**config.mk**
```make
export PLATFORM = sky130hd
export DESIGN_NAME = sd_spi_master
export DESIGN_NICKNAME = d
export VERILOG_FILES = /design/src/rtl/sd_spi_master.sv
export SDC_FILE = /design/constraint.sdc
export NUM_CORES = 1
export LEC_CHECK = 0
export CORE_MARGIN = 4
export CORE_UTILIZATION = 40
export DETAILED_ROUTE_END_ITERATION = 8
export HOLD_SLACK_MARGIN = 0.1
export SLEW_MARGIN = 15
export SYNTH_ARGS = -nofsm -noshare
export SYNTH_HDL_FRONTEND = slang
export SYNTH_SLANG_ARGS = --single-unit
export TNS_END_PERCENT = 50
```
**constraint.sdc**
```tcl
create_clock -name fclk -period 2.7 [get_ports fclk]
set_input_delay 0.27 -clock fclk [delete_from_list [all_inputs] [get_ports fclk]]
set_output_delay 0.27 -clock fclk [all_outputs]
set_load 0.02 [all_outputs]
```
**src/rtl/sd_spi_master.sv**
```systemverilog
// SPI mode-0 byte engine for the SD slot: shifts sd_datain out MSB-first on sddo,
// captures sddi on each sdclk rise and queues at most one byte behind the active one.
module sd_spi_master #(
  parameter int HALF_DIV = 2
) (
  input  logic       fclk,
  input  logic       rst,
  input  logic       sd_start,
  input  logic [7:0] sd_datain,
  output logic [7:0] sd_dataout,
  output logic       sdclk,
  output logic       sddo,
  input  logic       sddi,
  output logic       busy,
  output logic       sd_ovr
);

  typedef enum logic [1:0] {
    ST_IDLE = 2'd0,
    ST_LOW  = 2'd1,
    ST_HIGH = 2'd2
  } state_t;

  localparam logic [7:0] DIV_LOAD = 8'(HALF_DIV - 1);

  state_t     state_r, state_s;
  logic [7:0] tx_r, tx_s;
  logic [7:0] rx_r, rx_s;
  logic [2:0] bitcnt_r, bitcnt_s;
  logic [7:0] divcnt_r, divcnt_s;
  logic [7:0] pend_r, pend_s;
  logic       pend_v_r, pend_v_s;
  logic [7:0] dout_r, dout_s;
  logic       sdclk_r, sdclk_s;
  logic       sddo_r, sddo_s;
  logic       busy_r, busy_s;
  logic       ovr_r, ovr_s;
  logic       done_s;
  logic       load_s;
  logic [7:0] load_byte_s;
  logic       div_zero_s;

  // Next-state and next-output logic for the shift FSM and the pending buffer
  always_comb begin
    state_s     = state_r;
    tx_s        = tx_r;
    rx_s        = rx_r;
    bitcnt_s    = bitcnt_r;
    divcnt_s    = divcnt_r;
    pend_s      = pend_r;
    pend_v_s    = pend_v_r;
    dout_s      = dout_r;
    sdclk_s     = sdclk_r;
    sddo_s      = sddo_r;
    ovr_s       = ovr_r;
    done_s      = 1'b0;
    load_s      = 1'b0;
    load_byte_s = sd_datain;
    div_zero_s  = (divcnt_r == 8'd0);

    case (state_r)
      ST_IDLE: begin
        if (sd_start) begin
          load_s = 1'b1;
        end else begin
          load_s = 1'b0;
        end
      end
      ST_LOW: begin
        if (div_zero_s) begin
          sdclk_s  = 1'b1;
          rx_s     = {rx_r[6:0], sddi};
          divcnt_s = DIV_LOAD;
          state_s  = ST_HIGH;
        end else begin
          divcnt_s = divcnt_r - 8'd1;
        end
      end
      ST_HIGH: begin
        if (div_zero_s) begin
          sdclk_s  = 1'b0;
          divcnt_s = DIV_LOAD;
          if (bitcnt_r != 3'd0) begin
            tx_s     = {tx_r[6:0], 1'b1};
            sddo_s   = tx_r[6];
            bitcnt_s = bitcnt_r - 3'd1;
            state_s  = ST_LOW;
          end else begin
            done_s = 1'b1;
            dout_s = rx_r;
            // A queued byte (or a start landing on this edge) continues with no idle gap
            if (pend_v_r) begin
              load_s      = 1'b1;
              load_byte_s = pend_r;
              pend_v_s    = 1'b0;
            end else if (sd_start) begin
              load_s = 1'b1;
            end else begin
              sddo_s  = 1'b1;
              state_s = ST_IDLE;
            end
          end
        end else begin
          divcnt_s = divcnt_r - 8'd1;
        end
      end
      default: begin
        state_s = ST_IDLE;
        sdclk_s = 1'b0;
        sddo_s  = 1'b1;
      end
    endcase

    if (load_s) begin
      tx_s     = load_byte_s;
      sddo_s   = load_byte_s[7];
      bitcnt_s = 3'd7;
      divcnt_s = DIV_LOAD;
      state_s  = ST_LOW;
    end else begin
      tx_s = tx_s;
    end

    // Start while shifting goes to the pending slot; a second one overwrites it and flags overrun
    if (sd_start && (state_r != ST_IDLE) && !(done_s && !pend_v_r)) begin
      pend_s   = sd_datain;
      pend_v_s = 1'b1;
      ovr_s    = ovr_r | (pend_v_r & ~done_s);
    end else begin
      ovr_s = ovr_s;
    end

    busy_s = (state_s != ST_IDLE) || (state_r != ST_IDLE);
  end

  // State and output registers
  always_ff @(posedge fclk or posedge rst) begin
    if (rst) begin
      state_r  <= ST_IDLE;
      tx_r     <= 8'hFF;
      rx_r     <= 8'hFF;
      bitcnt_r <= 3'd0;
      divcnt_r <= 8'd0;
      pend_r   <= 8'h00;
      pend_v_r <= 1'b0;
      dout_r   <= 8'hFF;
      sdclk_r  <= 1'b0;
      sddo_r   <= 1'b1;
      busy_r   <= 1'b0;
      ovr_r    <= 1'b0;
    end else begin
      state_r  <= state_s;
      tx_r     <= tx_s;
      rx_r     <= rx_s;
      bitcnt_r <= bitcnt_s;
      divcnt_r <= divcnt_s;
      pend_r   <= pend_s;
      pend_v_r <= pend_v_s;
      dout_r   <= dout_s;
      sdclk_r  <= sdclk_s;
      sddo_r   <= sddo_s;
      busy_r   <= busy_s;
      ovr_r    <= ovr_s;
    end
  end

  assign sd_dataout = dout_r;
  assign sdclk      = sdclk_r;
  assign sddo       = sddo_r;
  assign busy       = busy_r;
  assign sd_ovr     = ovr_r;

endmodule

```
**After elaboration in Yosys (flattened, before gate mapping)**

Cells that the tools add are included.

- Bits in registers: 49
- Output and inout bits: 12
- Word-level logic and storage cells: 96

- Add/subtract/negate cells: 2
- Eq/ne operators: 9
- Mux-type cells: 43
- Bitwise logic cells: 5
- Reductions and logical operators: 25

Operator list:

| kind | count |
|---|---|
| $mux W8 | 7 |
| $mux W7 | 4 |
| $mux W1 | 18 |
| $reduce_bool A2 Y1 | 8 |
| $mux W2 | 6 |
| $mux W3 | 4 |
| $reduce_and A3 Y1 | 4 |
| $logic_not A8 Y1 | 1 |
| $ne A4 B4 Y1 const B | 2 |
| $sub A8 B1 Y8 const B | 1 |
| $pmux W2 S3 | 1 |
| $ne A2 B1 Y1 const B | 2 |
| $ne A2 B2 Y1 const B | 2 |
| $pmux W1 S2 | 2 |
| $reduce_and A4 Y1 | 1 |
| $reduce_or A2 Y1 | 2 |
| $logic_and A1 B1 Y1 | 3 |
| $ne A3 B3 Y1 const B | 1 |
| $not A1 Y1 | 3 |
| $pmux W1 S3 | 1 |
| $reduce_bool A3 Y1 | 1 |
| $sub A3 B1 Y3 const B | 1 |
| $eq A2 B1 Y1 const B | 1 |
| $eq A2 B2 Y1 const B | 1 |
| 6 further kinds | 7 |

**Logic depth before layout (Yosys ltp)**

- Word-level depth: 9
- Depth in mapped cells: 8
- Depth with buffers taken out: 6

**Worst setup path after synthesis**

OpenSTA, ideal clock, no wires.

- Kind: register to register
- Start point: reg state_r[0]
- End point: reg pend_r[0]
- Setup time: 0.125 ns
- Arrival: 2.057 ns
- Required time: 2.575 ns
- Path slack: 0.518 ns
- Cell stages (with the launch flop): 9
- Buffers on the path: 2
- Period minus slack after synthesis: 2.182 ns
- Cell sequence: dfrtp_1 inv_1 ha_1 clkbuf_1 and3b_1 clkbuf_1 nand3_1 o21ai_2 mux2_2

- Word-level cells in the longest chain between the ends: 5

RTL lines:

| what | line | source |
|---|---|---|
| from (decl) | 26 | `state_t state_r, state_s;` |
| from (signal assigned) | 152 | `state_r <= state_s;` |
| $eq A2 B2 Y1 | 61 | `case (state_r)` |
| $mux W1 | 61 |  |
| $logic_and A1 B1 Y1 | 125 | `if (sd_start && (state_r != ST_IDLE) && !(done_s && !pend_v_r)) begin` |
| $logic_not A1 Y1 | 125 |  |
| $logic_and A1 B1 Y1 * | 125 |  |
| to (signal assigned) | 157 | `pend_r <= pend_s;` |
| to (decl) | 31 | `logic [7:0] pend_r, pend_s;` |

Mark *: on every way between the ends. The rest lies on a longest branch, timed or not.
A chain may end at the register's enable or synchronous reset.

**Worst setup path in the final report**

- Start point: reg divcnt_r[0]
- End point: reg state_r[1]

- Word-level cells in the longest chain between the ends: 4

RTL lines:

| what | line | source |
|---|---|---|
| from (decl) | 30 | `logic [7:0] divcnt_r, divcnt_s;` |
| from (signal assigned) | 156 | `divcnt_r <= divcnt_s;` |
| $logic_not A8 Y1 * | 59 | `div_zero_s = (divcnt_r == 8'd0);` |
| $mux W2, or another cell as far along | 80 | `if (div_zero_s) begin` |
| $pmux W2 S3 / $pmux W1 S2 (equally long branches) | 61 |  |
| $mux W2 * | 114 | `if (load_s) begin` |
| via state_s[1] | 26 |  |

The timed path passes the listed nets; every way through them passes the cells marked *.

==> impl_metrics.ini <==
[outcome]
status = finished, final reports clean

[floorplanning]
die_h_um = 87.1
initial_core_util = 0.418
ios = 24
core-area_mm2 = 0.00599
fp-row-count = 28
die_w_um = 87.1
die_area_mm2 = 0.00759

[pwr]
leakagePower_nw = 1.32
vdd_drop_max_mv = 0.391
powerDensity_mw_per_mm2 = 952

[clocking]
cts_inserted_buffers = 5
post_cts_buffers = 0
clk_latency_ns = 0.31
clock_sinks = 49
h-tree-depth = 2
cts_resized = 0
cts_buffer_depth = 2
holdBufCountCts = 0
clkSlewWorstSetupHoldPaths_ns = 0.10
tritoncts = yes
clock-root-buffer = clkbuf_8

[timing]
finalSetupTns_ns = 0
finalCriticalPeriod_ns = 2.25
layout_setup_ws_ns = 0.451
rsz0062_at_grt = no
finalMaxSlewViolations = 0
skew_ns = 0.00850
worst_pin_slew_ns = 0.502
hold_ws_ns = 0.298
min_period_over_period = 0.833
max_slew_margin = 0.665
timing_hold_violations_final = 0
setup_viol = 0
fmax_mhz = 445

[routing]
drc_errors = 0
drtPass1Iterations = 4
detail-route-antenna-nets = 0
wl_per_cell_um = 15.5
vias_per_cell = 5.50
drt_first_iter_violations = 141
wirelength_um = 4900
vias = 1742

[finish]
stdcell_area_mm2 = 0.00296
finalNetCount = 260
syn_to_final_growth_pct = 18.3
antenna_cells = 0
layout-drive-gt1-share = 0.306

[yosys]
syn_avg_cell_area_um2 = 11.6
netlist_instances = 216
synth-edff-count = 0
synth_flop_cell = dfrtp_1
ys_seq_area_frac = 0.502
ys_async_sr_fraction = 1.00
synthTopCellsByCount = dfrtp_1 (25), dfstp_2 (24), mux2_2 (24), mux2i_1 (21)
yosys_warnings = 0
synth_top_area_frac = 0.252
synth.area.top_cells = dfstp_2 (25%), dfrtp_1 (25%), mux2_2 (11%)
yosysMostFrequentCell = dfrtp_1
yosysTopAreaCell = dfstp_2
synthDistinctLibCells = 49
ys_ff_latch = 49
synth.net_count = 235
netlist_area_mm2 = 0.00250

[placement]
gp_congestion = 0.925
hpwl_um = 3460
io_buffer_count = 23
dpl_cell_area_mm2 = 0.00285
place_ws_ns = 0.429

[global_route]
grt_pass1_wl_um = 8520
antenna_found_initial = 0
grt_max_degree = 28
grt_overflow = 0
grt_use_total = 0.143
grt_pass1_vias = 1703

[worst_setup_path]
crit_type = reg -> reg
crit_path_end_kind = flip-flop
worstPathBufferInverterCount = 1
critPathRequiredTime_ns = 2.88
rrSetupSlack_ns = 0.45
path_cells = inv_1 -> ha_1 -> or3b_2 -> nor2_2 -> nand2_2 -> a2111oi_0
critPathSlowestCell = or3b_2
crit_arrival_ns = 2.43
crit_fanout = 9
max_stage_delay_ns = 0.54
setup.worst_path.start_class = flip-flop
path_delay_family = simple AND/OR/NAND/NOR gates

[min_path]
hold_path_class = in -> async

[run]
maxCapViolations = 0
## power by group
group	internal, mW	total (mW)	switching (mW)
Combinational	0.514	1.09	0.579
Sequential	1.04	1.21	0.169
Clock	0.246	0.517	0.271
Total	1.80	2.82	1.02
## logic make-up after synthesis
kind of cell    count (synthesis)  share of synthesized area
mux                            45                      0.192
simple gates                   48                      0.115
compound gates                 43                      0.117
buf+inv                        23                     0.0355
fa+ha+maj                       8                     0.0390
flops                          49                      0.502
## metrics by stage
stage	std cells	total power, mW	utilization
6_report	317	2.82	0.494
4_1_cts	317	2.85	0.494
5_1_grt	317	3.03	0.494
2_1_floorplan	216	2.01	-
3_3_place_gp	309	2.30	0.475
3_5_place_dp	309	2.32	0.475
## worst register-to-register path, cell delays in order (launching register included)
cell and delay [ns]:
dfrtp_1 0.40, inv_1 0.10, ha_1 0.18, or3b_2 0.54, nor2_2 0.26, nand2_2 0.19, a2111oi_0 0.46
## state kept, by name, summed over array words and instances, names as in the netlist
| register | flops |
|---|---|
| busy | 1 |
| state_r | 2 |
| pend_v_r | 1 |
| bitcnt_r | 3 |
| divcnt_r | 8 |
| tx_r | 7 |
| sddo | 1 |
| pend_r | 8 |
| sd_ovr | 1 |
| sdclk | 1 |
| rx_r | 8 |
| sd_dataout | 8 |
## cells in the final DEF (no fill, tap or decap), types with 2 or more instances in the layout
cell type	count
or4_1	2
inv_1	9
mux2i_1	21
nor4_1	3
nand2_1	10
a2111oi_0	2
nand3b_1	2
nand2b_1	3
buf_4	7
mux2_2	24
nor3_1	5
a21oi_1	11
o41ai_1	2
dfrtp_1	25
or3b_2	2
a41o_1	3
clkdlybuf4s50_1	23
o21ai_0	6
o31ai_1	2
dfstp_2	24
nand4_1	2
inv_6	2
clkbuf_8	5
ha_1	7
a31oi_1	4
nor2_1	6
o211ai_1	2
o22ai_1	2
## final timing paths
check,start,endpoint,cells past startpoint
worst max-delay path,divcnt_r[0],state_r[1],6
worst max register to register,divcnt_r[0],state_r[1],6
max in group asynchronous,rst,sd_dataout[3],3
worst min register to register,pend_r[1],pend_r[1],1
worst min-delay path,rst,pend_r[2],2
min in group fclk,pend_r[1],pend_r[1],1
## layer usage
metal,track usage,vias to the layer above,routed length [um]
li1,-,844,-
met2,0.205,46,2110
met5,0,-,0
met3,0.0341,7,270
met1,0.212,845,2450
met4,0.0474,0,68
## area by class of cell
type / count / area [um^2]
clock inverters: 2 / 17.5
clock buffers: 6 / 93.8
fillers: 549 / 3030
repair buffers: 31 / 303
multi-input cells: 144 / 1160
flip-flops and latches: 49 / 1260
inverters: 10 / 37.5
well taps: 75 / 93.8
(Power assumes the default switching activity.)
